**src/rtl/pong_score_overlay.sv**
```systemverilog
// Score overlay stage: regenerates pixel coordinates from the syncs and draws two bitmap digits.
// Optional macro SCORE_BLINK_EN makes a newly changed digit blink for a number of frames.
module pong_score_overlay #(
    parameter int unsigned TOTAL_COLS  = 800,
    parameter int unsigned TOTAL_ROWS  = 525,
    parameter int unsigned P1_DIGIT_X  = 288,
    parameter int unsigned P2_DIGIT_X  = 340,
    parameter int unsigned DIGIT_Y     = 16,
    parameter int unsigned SCALE_LOG2  = 2,
    parameter logic [11:0] DIGIT_COLOR = 12'hFFF
) (
    input  logic       i_Clk,
    input  logic       i_Rst,
    input  logic       i_HSync,
    input  logic       i_VSync,
    input  logic [3:0] i_Red_Video,
    input  logic [3:0] i_Grn_Video,
    input  logic [3:0] i_Blu_Video,
    input  logic [3:0] i_P1_Score,
    input  logic [3:0] i_P2_Score,
    output logic       o_HSync,
    output logic       o_VSync,
    output logic [3:0] o_Red_Video,
    output logic [3:0] o_Grn_Video,
    output logic [3:0] o_Blu_Video
);

    localparam int unsigned CW    = $clog2(TOTAL_COLS);
    localparam int unsigned RW    = $clog2(TOTAL_ROWS);
    localparam int unsigned BOX_W = 3 << SCALE_LOG2;
    localparam int unsigned BOX_H = 5 << SCALE_LOG2;

    logic          hs_q, vs_q;
    logic [11:0]   rgb_q;
    logic [CW-1:0] col_q;
    logic [RW-1:0] row_q;
    logic [3:0]    p1_shadow_q, p2_shadow_q;
    logic          frame_start;
    logic          show1, show2;
    logic          lit1, lit2;

    // Font rows packed top row first: {row0, row1, row2, row3, row4}.
    function automatic logic [14:0] font(input logic [3:0] d);
        case (d)
            4'd0:    font = {3'd7, 3'd5, 3'd5, 3'd5, 3'd7};
            4'd1:    font = {3'd2, 3'd6, 3'd2, 3'd2, 3'd7};
            4'd2:    font = {3'd7, 3'd1, 3'd7, 3'd4, 3'd7};
            4'd3:    font = {3'd7, 3'd1, 3'd7, 3'd1, 3'd7};
            4'd4:    font = {3'd5, 3'd5, 3'd7, 3'd1, 3'd1};
            4'd5:    font = {3'd7, 3'd4, 3'd7, 3'd1, 3'd7};
            4'd6:    font = {3'd7, 3'd4, 3'd7, 3'd5, 3'd7};
            4'd7:    font = {3'd7, 3'd1, 3'd1, 3'd1, 3'd1};
            4'd8:    font = {3'd7, 3'd5, 3'd7, 3'd5, 3'd7};
            4'd9:    font = {3'd7, 3'd5, 3'd7, 3'd1, 3'd7};
            default: font = 15'd0;
        endcase
    endfunction

    function automatic logic digit_lit(input logic [3:0] d, input int unsigned col,
                                       input int unsigned row, input int unsigned x);
        logic [14:0] f;
        logic [2:0]  bits;
        int unsigned cx, cy;
        if (col < x || col >= x + BOX_W || row < DIGIT_Y || row >= DIGIT_Y + BOX_H) begin
            return 1'b0;
        end
        cx = (col - x) >> SCALE_LOG2;
        cy = (row - DIGIT_Y) >> SCALE_LOG2;
        f  = font(d);
        case (cy)
            0:       bits = f[14:12];
            1:       bits = f[11:9];
            2:       bits = f[8:6];
            3:       bits = f[5:3];
            default: bits = f[2:0];
        endcase
        // Leftmost cell sits in the MSB.
        return |(bits & (3'b100 >> cx));
    endfunction

    assign frame_start = i_VSync && !vs_q;

    always_ff @(posedge i_Clk or posedge i_Rst) begin
        if (i_Rst) begin
            hs_q        <= 1'b0;
            vs_q        <= 1'b0;
            rgb_q       <= '0;
            col_q       <= '0;
            row_q       <= '0;
            p1_shadow_q <= '0;
            p2_shadow_q <= '0;
        end else begin
            hs_q  <= i_HSync;
            vs_q  <= i_VSync;
            rgb_q <= {i_Red_Video, i_Grn_Video, i_Blu_Video};
            if (frame_start) begin
                col_q       <= '0;
                row_q       <= '0;
                p1_shadow_q <= i_P1_Score;
                p2_shadow_q <= i_P2_Score;
            end else if (col_q == CW'(TOTAL_COLS - 1)) begin
                col_q <= '0;
                row_q <= (row_q == RW'(TOTAL_ROWS - 1)) ? '0 : row_q + 1'b1;
            end else begin
                col_q <= col_q + 1'b1;
            end
        end
    end

`ifdef SCORE_BLINK_EN
    logic [5:0] blink1_q, blink2_q;

    always_ff @(posedge i_Clk or posedge i_Rst) begin
        if (i_Rst) begin
            blink1_q <= '0;
            blink2_q <= '0;
        end else if (frame_start) begin
            if (i_P1_Score != p1_shadow_q) blink1_q <= 6'd63;
            else if (blink1_q != 6'd0)     blink1_q <= blink1_q - 1'b1;
            if (i_P2_Score != p2_shadow_q) blink2_q <= 6'd63;
            else if (blink2_q != 6'd0)     blink2_q <= blink2_q - 1'b1;
        end
    end

    assign show1 = !((blink1_q != 6'd0) && blink1_q[3]);
    assign show2 = !((blink2_q != 6'd0) && blink2_q[3]);
`else
    assign show1 = 1'b1;
    assign show2 = 1'b1;
`endif

    always_comb begin
        lit1 = show1 && digit_lit(p1_shadow_q, 32'(col_q), 32'(row_q), P1_DIGIT_X);
        lit2 = show2 && digit_lit(p2_shadow_q, 32'(col_q), 32'(row_q), P2_DIGIT_X);
    end

    always_ff @(posedge i_Clk or posedge i_Rst) begin
        if (i_Rst) begin
            o_HSync     <= 1'b0;
            o_VSync     <= 1'b0;
            o_Red_Video <= '0;
            o_Grn_Video <= '0;
            o_Blu_Video <= '0;
        end else begin
            o_HSync <= hs_q;
            o_VSync <= vs_q;
            {o_Red_Video, o_Grn_Video, o_Blu_Video} <= (lit1 || lit2) ? DIGIT_COLOR : rgb_q;
        end
    end

endmodule

```
**config.mk**
```make
export PLATFORM = sky130hd
export DESIGN_NAME = pong_score_overlay
export DESIGN_NICKNAME = d
export VERILOG_FILES = /design/src/rtl/pong_score_overlay.sv
export SDC_FILE = /design/constraint.sdc
export NUM_CORES = 1
export LEC_CHECK = 0
export ABC_CLOCK_PERIOD_IN_PS = 4600
export CAP_MARGIN = 10
export CELL_PAD_IN_SITES_DETAIL_PLACEMENT = 0
export CELL_PAD_IN_SITES_GLOBAL_PLACEMENT = 2
export CORE_MARGIN = 3
export CORE_UTILIZATION = 39
export DETAILED_ROUTE_END_ITERATION = 16
export PLACE_DENSITY_LB_ADDON = 0.1
export SLEW_MARGIN = 40
export SYNTH_ARGS = -nofsm -noshare
export SYNTH_HDL_FRONTEND = slang
export SYNTH_SLANG_ARGS = --single-unit
```
**constraint.sdc**
```tcl
create_clock -name i_Clk -period 4.6 [get_ports i_Clk]
set_input_delay 0.46 -clock i_Clk [delete_from_list [all_inputs] [get_ports i_Clk]]
set_output_delay 0.46 -clock i_Clk [all_outputs]
set_load 0.03 [all_outputs]
```
==> Flow_metrics.wiki <==
{| class="wikitable"
! Metric !! Value
|-
| Outcome || completed
|-
| Fin util || 49.0%
|-
| Number of rows created at floorplan || 31
|-
| Fraction of final layout cells sized beyond drive strength 1 || 10.9%
|-
| Number of inserted filler cells in the final layout || 708
|-
| Synthesized instance count || 305
|-
| First-pass detailed-route iteration total || 4
|-
| Sequential fraction of the synthesis area || 45.0%
|-
| Commonest cells after routing, fill and taps aside || 56 x sky130_fd_sc_hd__dfrtp_1, 37 x sky130_fd_sc_hd__clkdlybuf4s50_1, 30 x sky130_fd_sc_hd__inv_1, 29 x sky130_fd_sc_hd__nand2_1, 19 x sky130_fd_sc_hd__o21ai_0
|-
| Die area || 0.00910 mm^2
|-
| Final antenna diode count || 0
|-
| Mux contribution to synthesized area || 1.61%
|-
| Maximum buffer depth of the clock tree || 2
|-
| Largest fanout on the critical path || 12
|-
| Series of cell instances along the critical path || inv_1 -> ha_1 -> or4b_1 -> nand4_2 -> a31oi_1 -> o31ai_4 -> o2111ai_2
|-
| Sinks on the clock net || 56
|-
| Synth-to-Final Area Change || 17.7%
|-
| Arrival time reported for the critical path endpoint || 2.70 ns
|-
| Netlist cell types || 59
|-
| Mapped cell area || 0.00312 mm^2
|-
| Share of flip-flops with an asynchronous set or reset after synthesis || 100%
|-
| Simple-gate share of the synthesized area || 20.2%
|-
| Height of the die || 95.4 um
|-
| Worst setup SP type || flip-flop
|-
| IO Port Bufs || 37
|-
| Number of buffers added by the clock tree synthesis step || 5
|-
| Count of final max-slew check failures || 0
|-
| Cell Pwr Density || 303 mW/mm^2
|-
| Setup repair after global routing missed its margin || no
|-
| Layout net count || 380
|-
| Post-synthesis compound-gate area fraction || 16.9%
|-
| Main combinational cell family by area after synthesis || simple AND/OR/NAND/NOR gates
|-
| Critical path required time || 4.75 ns
|-
| Number of register bits inferred by synthesis || 56
|-
| DRC marker count from the first detailed-route iteration || 104
|-
| Pin count of the biggest net entering global routing || 40
|-
| Detailed-route vias per instance || 5.23
|-
| Number of synthesized flops with an enable pin || 0
|-
| Highest clock rate || 392 MHz
|-
| IR drop worst, VDD || 0.000123 V
|-
| Warnings from Yosys || 0
|-
| Gpl congestion || 0.859
|-
| Cell types occupying the most area after synthesis || sky130_fd_sc_hd__dfrtp_1 45%, sky130_fd_sc_hd__ha_1 7.2%, sky130_fd_sc_hd__o2111ai_2 4.8%
|-
| Syn_nets || 347
|-
| Clock latency reported for the late side of the worst-skew pair || 0.31 ns
|-
| Setup total negative slack || 0 ns
|-
| Transition time of the tightest slew-check pin || 0.734 ns
|-
| Fin crit share || 55.4%
|-
| Worst path slowest cell || sky130_fd_sc_hd__o31ai_4
|-
| Buffers inserted during post-CTS setup optimization || 0
|-
| Global-route wire length before repair || 11.2 mm
|-
| Clock Root Buffer || sky130_fd_sc_hd__clkbuf_8
|-
| Via count of the first global-routing pass || 2209
|-
| Final setup violation count || 0
|-
| Syn Area/Cell || 10.2 um^2
|-
| Leakage power summed over all cells || 0.00157 uW
|-
| Final Hold Viols || 0
|-
| Proportion of netlist area held by the largest area contributor || 45.0%
|-
| Core ar. || 0.00749 mm^2
|-
| Sum of net half-perimeters after detailed placement || 4.66 mm
|-
| Top_reg_cell synth || sky130_fd_sc_hd__dfrtp_1
|-
| Routed wire length || 6.61 mm
|-
| Depth of the CTS H-tree || 2
|-
| XOR/XNOR share of the synthesized area || 2.53%
|-
| Min cycle time layout || 2.55 ns
|-
| Effective utilization at floorplan || 41.6%
|-
| Clock skew || 0.00750 ns
|-
| Hold-fix buffer count after cts || 0
|-
| GRT Residual Overflow || 0
|-
| Max capacitance violation total || 0
|-
| Count of nets left with antenna violations after detail routing || 0
|-
| Overall routing resource usage || 15.8%
|-
| Average detailed-routed wire length per instance || 15.1 um
|-
| Most common cell after layout, fill and taps aside || sky130_fd_sc_hd__dfrtp_1
|-
| Worst Hold Class || reg -> reg
|-
| DR DRC count || 0
|-
| Resized cells post-CTS || 0
|-
| Adder-cell area share of the yosys netlist || 7.23%
|-
| Total number of vias || 2289
|-
| Width of the chip || 95.4 um
|-
| Relative slew slack || 50.9%
|-
| Antenna violations before repair || 0
|-
| Most area-hungry cell type in the Yosys netlist || sky130_fd_sc_hd__dfrtp_1
|-
| Critical Path End Type || flip-flop
|-
| CTS tree || done
|-
| Crit-path max cell delay || 0.68 ns
|-
| IO Count || 38
|-
| Critical path type || reg -> reg
|-
| CTS clk-pin slew, worst paths || 0.10 ns
|}
-- critical path, delay by kind of cell (launching register included) --
family	cells	cell delay [ns]
flip-flops	1	0.45
AO/OA/AOI/OAI	3	1.01
AND/OR/NAND/NOR	2	0.55
adder cells (fa/ha/maj)	1	0.20
buffers and inverters	1	0.16
-- where the power goes --
| part | leakage, uW | switching, uW | internal (uW) |
|---|---|---|---|
| sequential | 0.000698 | 50.8 | 527 |
| clock | 0.0000463 | 172 | 112 |
| combinational | 0.000826 | 139 | 112 |
| total | 0.00157 | 361 | 752 |
-- stage by stage --
step | hold slack [ns] | std cells | worst slack (ns) | total power (uW) | cell area, um^2
2_1_floorplan | 0.331 | 305 | 2.50 | 753 | 3120
3_3_place_gp | 0.333 | 430 | 1.73 | 837 | 3550
3_5_place_dp | 0.337 | 430 | 2.05 | 839 | 3570
4_1_cts | 0.363 | 438 | 2.00 | 1130 | 3670
5_1_grt | 0.377 | 438 | 1.84 | 1190 | 3670
6_report | 0.359 | 438 | 2.05 | 1110 | 3670
-- kinds of logic after synthesis --
kind of cell | Yosys count
adder cells (fa/ha/maj) | 18
multiplexers | 5
AO/OA/AOI/OAI | 61
flip-flops | 56
AND/OR/NAND/NOR | 110
XOR/XNOR | 9
buffers and inverters | 46
-- synthesized netlist by cell type, types with 2 or more instances --
cell and number:
sky130_fd_sc_hd__dfrtp_1 56, sky130_fd_sc_hd__inv_1 31, sky130_fd_sc_hd__nand2_1 29, sky130_fd_sc_hd__o21ai_0 19, sky130_fd_sc_hd__ha_1 18, sky130_fd_sc_hd__nor2_1 16, sky130_fd_sc_hd__nand3_1 11, sky130_fd_sc_hd__o2111ai_2 10
sky130_fd_sc_hd__and3_1 7, sky130_fd_sc_hd__nand4_1 6, sky130_fd_sc_hd__xnor2_1 6, sky130_fd_sc_hd__a31oi_1 5, sky130_fd_sc_hd__buf_2 5, sky130_fd_sc_hd__clkbuf_1 5, sky130_fd_sc_hd__mux2i_1 5, sky130_fd_sc_hd__nand2b_1 5
sky130_fd_sc_hd__nor3_1 5, sky130_fd_sc_hd__nor3b_1 5, sky130_fd_sc_hd__o31ai_1 4, sky130_fd_sc_hd__and2_1 3, sky130_fd_sc_hd__nor2b_1 3, sky130_fd_sc_hd__o211ai_1 3, sky130_fd_sc_hd__xor2_1 3, sky130_fd_sc_hd__a21oi_1 2
sky130_fd_sc_hd__a31o_2 2, sky130_fd_sc_hd__buf_4 2, sky130_fd_sc_hd__buf_6 2, sky130_fd_sc_hd__nand3b_1 2, sky130_fd_sc_hd__nor4_1 2, sky130_fd_sc_hd__nor4b_1 2, sky130_fd_sc_hd__o2111ai_1 2, sky130_fd_sc_hd__o21a_1 2
-- cell type report --
| type | count | area, um^2 | share of cell area (%) |
|---|---|---|---|
| Inverter | 31 | 116 | 3.17 |
| Clock inverter | 3 | 27.5 | 0.751 |
| Clock buffer | 5 | 68.8 | 1.88 |
| Sequential cell | 56 | 1400 | 38.2 |
| Multi-Input combinational cell | 203 | 1530 | 41.7 |
| Timing Repair Buffer | 41 | 400 | 10.9 |
| Tap cell | 99 | 124 | 3.38 |
-- final timing paths --
| check | startpoint | cells after the start | slack, ns | endpoint |
|---|---|---|---|---|
| min | hs_q | 0 | 0.36 | o_HSync |
| max | p1_shadow_q[1] | 7 | 2.05 | o_Grn_Video[0] |
| min in group asynchronous | i_Rst | 2 | 0.43 | hs_q |
| max in group asynchronous | i_Rst | 3 | 3.33 | rgb_q[4] |
| min reg2reg | hs_q | 0 | 0.36 | o_HSync |
| max reg2reg | p1_shadow_q[1] | 7 | 2.05 | o_Grn_Video[0] |
-- sequential cells by signal (all words and copies together) (netlist names) --
register	cells
rgb_q	12
col_q	10
row_q	10
o_Blu_Video	4
o_Grn_Video	4
o_Red_Video	4
p1_shadow_q	4
p2_shadow_q	4
hs_q	1
o_HSync	1
o_VSync	1
vs_q	1
-- per-layer routing --
| layer | GRT usage (%) | vias to the layer above | share of wire (%) |
|---|---|---|---|
| li1 | - | 1139 | - |
| met1 | 22.3 | 1093 | 49 |
| met2 | 24.7 | 51 | 45 |
| met3 | 3.24 | 6 | 4.5 |
| met4 | 4.27 | 0 | 0.83 |
| met5 | 0 | - | 0 |
Power figures use the tool's default switching activity.
